$ cat config.mk
export PLATFORM = sky130hd
export DESIGN_NAME = reg_bus_arb
export DESIGN_NICKNAME = d
export VERILOG_FILES = /design/src/rtl/reg_bus_arb.sv
export SDC_FILE = /design/constraint.sdc
export NUM_CORES = 1
export LEC_CHECK = 0
export BUFFER_PORTS_ARGS = -buffer_cell sky130_fd_sc_hd__buf_2
export CAP_MARGIN = 10
export CORE_UTILIZATION = 30
export DETAILED_ROUTE_END_ITERATION = 8
export HOLD_SLACK_MARGIN = 0.06
export SLEW_MARGIN = 20
export SYNTH_ARGS = -nofsm -noshare
export SYNTH_HDL_FRONTEND = slang
export SYNTH_SLANG_ARGS = --single-unit
$ cat constraint.sdc
create_clock -name clk -period 2.6 [get_ports clk]
set_clock_uncertainty 0.2 [all_clocks]
set_input_delay 0.78 -clock clk [delete_from_list [all_inputs] [get_ports clk]]
set_output_delay 0.78 -clock clk [all_outputs]
set_load 0.005 [all_outputs]
$ cat src/rtl/reg_bus_arb.sv
// reg_bus_arb: two-requester round-robin arbiter in front of the MFUNC
// sub-register banks. One transaction in flight, fixed IDLE->XFER->RESP
// occupancy. addr[15:12] selects the bank, addr[11:0] is the register address.
module reg_bus_arb #(
  parameter int             NUM_SUB  = 4,
  parameter int             DW       = 32,
  parameter logic [DW-1:0]  ERR_DATA = 32'hDEAD_BEEF
) (
  input  logic                  clk,
  input  logic                  rst,
  input  logic                  m0_req,
  input  logic                  m0_we,
  input  logic [15:0]           m0_addr,
  input  logic [DW-1:0]         m0_wdata,
  output logic                  m0_gnt,
  output logic                  m0_rvalid,
  output logic [DW-1:0]         m0_rdata,
  output logic                  m0_err,
  input  logic                  m1_req,
  input  logic                  m1_we,
  input  logic [15:0]           m1_addr,
  input  logic [DW-1:0]         m1_wdata,
  output logic                  m1_gnt,
  output logic                  m1_rvalid,
  output logic [DW-1:0]         m1_rdata,
  output logic                  m1_err,
  output logic [11:0]           sub_reg_addr,
  output logic [DW-1:0]         reg_wr_data,
  output logic [NUM_SUB-1:0]    sub_wr_en,
  input  logic [NUM_SUB*DW-1:0] sub_rd_data,
  output logic                  busy
);

  localparam logic [1:0] ST_IDLE = 2'd0;
  localparam logic [1:0] ST_XFER = 2'd1;
  localparam logic [1:0] ST_RESP = 2'd2;

  logic [1:0]         state_r;
  logic               last_gnt_r;   // 0 = m0 got the last grant, 1 = m1
  logic               win_r;        // owner of the transaction in flight
  logic               we_r;
  logic [3:0]         bank_r;
  logic               mapped_r;

  logic               pick_m1_s;
  logic               start_s;
  logic               sel_we_s;
  logic [15:0]        sel_addr_s;
  logic [DW-1:0]      sel_wdata_s;
  logic               sel_mapped_s;
  logic [NUM_SUB-1:0] sel_en_s;
  logic [DW-1:0]      rd_slice_s;
  logic [DW-1:0]      rsp_data_s;

  // Pick the winner among current requesters and decode its bank select.
  always_comb begin
    pick_m1_s = 1'b0;
    if (m0_req && m1_req) begin
      pick_m1_s = ~last_gnt_r;
    end else if (m1_req) begin
      pick_m1_s = 1'b1;
    end else begin
      pick_m1_s = 1'b0;
    end

    start_s = (state_r == ST_IDLE) && (m0_req || m1_req);

    if (pick_m1_s) begin
      sel_we_s    = m1_we;
      sel_addr_s  = m1_addr;
      sel_wdata_s = m1_wdata;
    end else begin
      sel_we_s    = m0_we;
      sel_addr_s  = m0_addr;
      sel_wdata_s = m0_wdata;
    end

    sel_mapped_s = ({1'b0, sel_addr_s[15:12]} < 5'(NUM_SUB));

    for (int k = 0; k < NUM_SUB; k++) begin
      sel_en_s[k] = sel_we_s && sel_mapped_s && (sel_addr_s[15:12] == 4'(k));
    end
  end

  // Select the addressed bank's read data and form the response word.
  always_comb begin
    rd_slice_s = '0;
    for (int k = 0; k < NUM_SUB; k++) begin
      rd_slice_s = rd_slice_s | (sub_rd_data[k*DW +: DW] & {DW{bank_r == 4'(k)}});
    end

    if (we_r) begin
      rsp_data_s = '0;
    end else if (!mapped_r) begin
      rsp_data_s = ERR_DATA;
    end else begin
      rsp_data_s = rd_slice_s;
    end
  end

  // Transaction FSM and all registered outputs.
  always_ff @(posedge clk) begin
    if (rst) begin
      state_r      <= ST_IDLE;
      last_gnt_r   <= 1'b1;
      win_r        <= 1'b0;
      we_r         <= 1'b0;
      bank_r       <= 4'h0;
      mapped_r     <= 1'b0;
      m0_gnt       <= 1'b0;
      m1_gnt       <= 1'b0;
      m0_rvalid    <= 1'b0;
      m1_rvalid    <= 1'b0;
      m0_rdata     <= '0;
      m1_rdata     <= '0;
      m0_err       <= 1'b0;
      m1_err       <= 1'b0;
      sub_reg_addr <= 12'h000;
      reg_wr_data  <= '0;
      sub_wr_en    <= '0;
      busy         <= 1'b0;
    end else begin
      case (state_r)
        ST_IDLE: begin
          if (start_s) begin
            state_r      <= ST_XFER;
            last_gnt_r   <= pick_m1_s;
            win_r        <= pick_m1_s;
            we_r         <= sel_we_s;
            bank_r       <= sel_addr_s[15:12];
            mapped_r     <= sel_mapped_s;
            sub_reg_addr <= sel_addr_s[11:0];
            reg_wr_data  <= sel_wdata_s;
            sub_wr_en    <= sel_en_s;
            m0_gnt       <= ~pick_m1_s;
            m1_gnt       <= pick_m1_s;
            busy         <= 1'b1;
          end
        end
        ST_XFER: begin
          // Bank read data is sampled here, one cycle after the address was driven.
          state_r   <= ST_RESP;
          m0_gnt    <= 1'b0;
          m1_gnt    <= 1'b0;
          sub_wr_en <= '0;
          m0_rvalid <= ~win_r;
          m1_rvalid <= win_r;
          m0_rdata  <= win_r ? '0 : rsp_data_s;
          m1_rdata  <= win_r ? rsp_data_s : '0;
          m0_err    <= ~win_r & ~mapped_r;
          m1_err    <= win_r & ~mapped_r;
        end
        ST_RESP: begin
          state_r   <= ST_IDLE;
          m0_rvalid <= 1'b0;
          m1_rvalid <= 1'b0;
          m0_rdata  <= '0;
          m1_rdata  <= '0;
          m0_err    <= 1'b0;
          m1_err    <= 1'b0;
          busy      <= 1'b0;
        end
        default: begin
          state_r   <= ST_IDLE;
          m0_gnt    <= 1'b0;
          m1_gnt    <= 1'b0;
          sub_wr_en <= '0;
          m0_rvalid <= 1'b0;
          m1_rvalid <= 1'b0;
          m0_rdata  <= '0;
          m1_rdata  <= '0;
          m0_err    <= 1'b0;
          m1_err    <= 1'b0;
          busy      <= 1'b0;
        end
      endcase
    end
  end

endmodule

=== After elaboration in Yosys (flattened, before gate mapping) ===
Cells that the tools add are included.

* Flip-flop bits (word level): 129
* Latch bits: 0
* Bits in writable memories: 0
* Bits in read-only memories: 0
* Bits of input ports: 230
* Output and inout port bits: 119
* Logic and storage cells: 82
* Memories: 0

* Add/subtract/negate cells: 0
* Multipliers: 0
* Divide/modulo/power cells: 0
* Order comparisons: 1
* Eq/ne operators: 9
* Shift-type cells: 0
* Muxes and demuxes: 25
* Bitwise logic cells: 15
* Reduce and logical (&&, ||, !) cells: 14

{| class="wikitable"
|+ Operator list
! kind !! number
|-
| $mux 32 || 5
|-
| $and 32x32->32 || 4
|-
| $pmux 32 s2 || 2
|-
| $or 32x32->32 || 3
|-
| $eq 4x2->1 const B || 4
|-
| $mux 16 || 1
|-
| $pmux 1 s2 || 7
|-
| $eq 4x1->1 const B || 2
|-
| $logic_not 4->1 || 2
|-
| $pmux 4 s2 || 1
|-
| $logic_and 1x1->1 || 7
|-
| $mux 1 || 6
|-
| $not 1->1 || 6
|-
| $reduce_and 2->1 || 3
|-
| $lt 4x3->1 const B || 1
|-
| $mux 4 || 1
|-
| $pmux 2 s2 || 1
|-
| $and 1x1->1 || 2
|-
| $eq 2x1->1 const B || 1
|-
| $eq 2x2->1 const B || 1
|-
| $logic_not 2->1 || 1
|-
| $mux 2 || 1
|-
| $ne 2x2->1 const B || 1
|-
| $logic_or 1x1->1 || 1
|}

=== Logic depth before layout (Yosys ltp) ===
* Depth in word-level cells: 9
* Gate-level depth with buffers: 6
* Gate-level depth less buffers: 4

=== Worst setup path after synthesis ===
Ideal clock, no wire load.

* Kind: input to register
* Start point: input port rst
* End point: register m1_rdata[31]
* Library setup time: 0.060 ns
* Arrival: 1.878 ns
* Data required time: 2.340 ns
* Setup slack: 0.462 ns
* Cell stages on the path: 6
* Buffers on the path: 2
* Path through: clkbuf_1 -> nor2_1 -> nand2_1 -> nor2_1 -> clkbuf_1 -> a22o_1

{| class="wikitable"
|+ RTL lines
! element !! line !! source
|-
| start, declared || 10 || <nowiki>input logic rst,</nowiki>
|-
| end signal, assigned || 149 || <nowiki>m1_rdata <= win_r ? rsp_data_s : '0;</nowiki>
|-
| end, declared || 25 || <nowiki>output logic [DW-1:0] m1_rdata,</nowiki>
|}

=== Worst setup path after layout ===
* Start point: register bank_r[0]
* End point: register m0_rdata[26]

* Cells in the longest elaborated chain, start to end: 9
* Elaborated cells between the ends (all ways): 15
* Those cells by class: eq/ne: 3; mux: 4; bitwise: 7; reduce/logical: 1

{| class="wikitable"
|+ RTL lines
! element !! line !! source
|-
| start, declared || 42 || <nowiki>logic [3:0] bank_r;</nowiki>
|-
| start signal, assigned || 130 || <nowiki>bank_r <= sel_addr_s[15:12];</nowiki>
|-
| $eq 4x1->1 / $logic_not 4->1 (equally long branches) || 89 || <nowiki>rd_slice_s = rd_slice_s | (sub_rd_data[k*DW +: DW] & {DW{bank_r == 4'(k)}});</nowiki>
|-
| $and 32x32->32 || 89 ||
|-
| $or 32x32->32 (2 in a row) || 89 ||
|-
| $or 32x32->32 (*) || 89 ||
|-
| $mux 32 (*) || 94 || <nowiki>end else if (!mapped_r) begin</nowiki>
|-
| $mux 32 (*) || 92 || <nowiki>if (we_r) begin</nowiki>
|-
| $mux 32 (*) || 148 || <nowiki>m0_rdata <= win_r ? '0 : rsp_data_s;</nowiki>
|-
| $pmux 32 s2 (*) || 123 || <nowiki>case (state_r)</nowiki>
|-
| end signal, assigned || 148 ||
|-
| end, declared || 17 || <nowiki>output logic [DW-1:0] m0_rdata,</nowiki>
|}

Mark *: on every way between the ends. The rest lies on a longest branch, timed or not.
A chain may end at the register's enable or synchronous reset.

==> metrics.cfg <==
[clock_tree]
ctsResizeCount = 0
clk_pin_slew_ns = 0.06
h-tree-depth = 4
cts-root-buf = clkbuf_16
cts-hold-fix-buffers = 0
clock_path_buffers = 2
numCtsBuffers = 17
worstSkewPairLatency_ns = 0.41
cts_sinks = 129
cts_tree = done
cts_setup_buffers = 0

[detailed_routing]
first_iter_violations = 335
avgRoutedWirePerCell_um = 17.6
wirelength_um = 19100
vias = 5643
ant_nets = 0
avgViaCountPerCell = 5.20
drt_first_pass_iters = 6
drc = 0

[global_route]
gr-usage-all-layers_pct = 20.4
grt_max_degree = 65
grt_overflow = 0
grt_pass1_wl_um = 28500
first_global_vias = 5346
antenna_found_initial = 3

[die]
die_w_um = 135
row_count = 48
coreArea_mm2 = 0.0174
dieHeight_um = 135
ioPinCount = 349
die-area_mm2 = 0.0183
start_util_pct = 30.7

[power_and_ir_drop]
p_per_area_mw_per_mm2 = 731
peakVddDrop_mv = 0.415
p_total_w = 0.00590
leakage_nw = 3.87

[timing]
rsz0062_at_grt = no
finalCritPeriodShare_pct = 79.3
tightest_slew_ns = 0.586
setup_tns_ns = 0
fmax_mhz = 485
final-hold-violation-count = 0
maxSlewHeadroom_pct = 60.9
finalMaxSlewViolations = 0
setup_violations = 0
min_period_ns = 2.06

[worst_setup_path]
crit_arrival_ns = 2.16
r2r_end = m0_rdata[26]
required_ns = 2.70
worstSetupStartpoint = bank_r[0]
crit_fanout = 14
reg2regPathDepth = 5
cp-endpoint = m0_rdata[26]
critical_path_class = flop to flop
end_kind = flop
r2r_setup_slack_ns = 0.54
r2r-start = bank_r[0]
startpoint_type = flop

[layout]
area_delta_synth_final_pct = 51.1
fin_cells = 1085
nets = 1075
drive_gt1_share_pct = 48.8

[yosys]
syn-cell-area_mm2 = 0.00533
syn_nets = 736
synthFlopType = dfxtp_1
yosysWarningCount = 0
ys_ff_latch = 129
ys_seq_area_share_pct = 48.4
synth_area_per_cell_um2 = 10.5
synthCells = 506
synthArstFlopShare_pct = 0
synth_edf_count = 0
post_synth_num_cell_types = 41

[run]
max_cap_viol_count = 0

[placed_design]
place.gp.congestion = 0.808
dp_cells = 1051
hpwl_um = 13800
io_buffer_count = 348

[status]
status = finished, final reports clean

[min_path]
hp-class = flop to flop
min-delay-start = sub_wr_en[0]

## metal layers
layer | track usage, % | wire [um] | part of all wire, % | up-vias
li1 | - | - | - | 2685
met1 | 23.9 | 7790 | 41 | 2652
met2 | 34.7 | 9430 | 49 | 283
met3 | 6.06 | 1590 | 8.3 | 21
met4 | 7.80 | 301 | 1.6 | 2
met5 | 0 | 13 | 0.068 | -
## final cells by class
| cell class | instances | area, um^2 |
|---|---|---|
| Inverter | 5 | 18.8 |
| Antenna cell | 2 | 5.00 |
| Multi-Input combinational cell | 322 | 2520 |
| Sequential cell | 129 | 2580 |
| Clock inverter | 15 | 231 |
| Clock buffer | 17 | 425 |
| Fill cell | 1719 | 9300 |
| Timing Repair Buffer | 370 | 1990 |
| Tap cell | 225 | 282 |
## placed cells by master (no fill, tap or decap), types with 14 or more instances in the layout
master	synthesis	layout
a222oi_1	44	44
nand2_1	26	26
mux2i_1	29	29
buf_4	0	15
o21ai_0	14	14
dfxtp_1	129	128
clkbuf_16	0	17
nor2_1	62	61
a221o_1	16	16
a22o_1	66	66
buf_2	25	348
## kinds of logic (layout without fill, tap and decap cells)
logic type | Yosys count | count (layout) | synth area share, %
multiplexers | 37 | 37 | 8.82
flip-flops | 129 | 129 | 48.4
AND/OR/NAND/NOR | 116 | 116 | 10.0
buffers and inverters | 55 | 407 | 5.02
other | 0 | 2 | 0
AO/OA/AOI/OAI | 169 | 169 | 27.7
## per-stage QoR
stage	hold WS [ns]	util, %	setup WS (ns)	cell area, um^2
6_report	0.262	46.4	0.539	8060
5_1_grt	0.284	46.4	0.427	8060
4_1_cts	0.266	46.4	0.508	8060
3_5_place_dp	0.251	42.6	0.257	7400
3_3_place_gp	0.251	42.6	0.291	7400
2_1_floorplan	0.256	-	0.462	5330
## worst max-delay path, stage by stage (launching register included)
cell,delay [ns]
dfxtp_2,0.70
buf_4,0.26
mux2i_1,0.17
o21ai_0,0.08
a221o_1,0.31
a22o_1,0.21
## report_power, final
| group | leakage, nW | total [W] | switching, W | internal [W] |
|---|---|---|---|---|
| Clock | 0.315 | 0.00266 | 0.000942 | 0.00172 |
| Combinational | 2.50 | 0.00102 | 0.000514 | 0.000508 |
| Sequential | 1.05 | 0.00222 | 0.000105 | 0.00211 |
## state kept, by name, summed over array words and instances (netlist names), 2 cells and up
signal        count
bank_r            4
m0_rdata         32
m1_rdata         32
reg_wr_data      32
state_r           2
sub_reg_addr     12
sub_wr_en         4
## how the worst min path moves through the flow
stage	end	cells after the start
4_1_cts	sub_wr_en[0]	1
2_1_floorplan	sub_wr_en[0]	1
3_5_place_dp	sub_wr_en[0]	1
5_1_grt	sub_wr_en[1]	1
6_report	sub_wr_en[0]	1
3_3_place_gp	sub_wr_en[1]	1
## Yosys cell counts (all sizes together), types with 2 or more instances
library cell / number / area share, %
a21boi: 2 / 0.28
a21oi: 4 / 0.52
a221o: 16 / 3.0
a222oi: 44 / 8.3
a22o: 66 / 11
a2bb2oi: 4 / 0.66
a311oi: 5 / 0.82
buf: 31 / 3.3
clkbuf: 19 / 1.3
dfxtp: 129 / 48
inv: 5 / 0.35
mux2i: 29 / 5.4
mux4: 8 / 3.4
nand2: 26 / 1.8
nand3: 4 / 0.38
nand4: 2 / 0.23
nor2: 63 / 4.5
nor3: 10 / 1.0
o2111ai: 4 / 0.66
o21ai: 17 / 1.6
o2bb2ai: 2 / 0.33
or3b: 3 / 0.49
No activity file was read; power rests on OpenSTA's default activity.
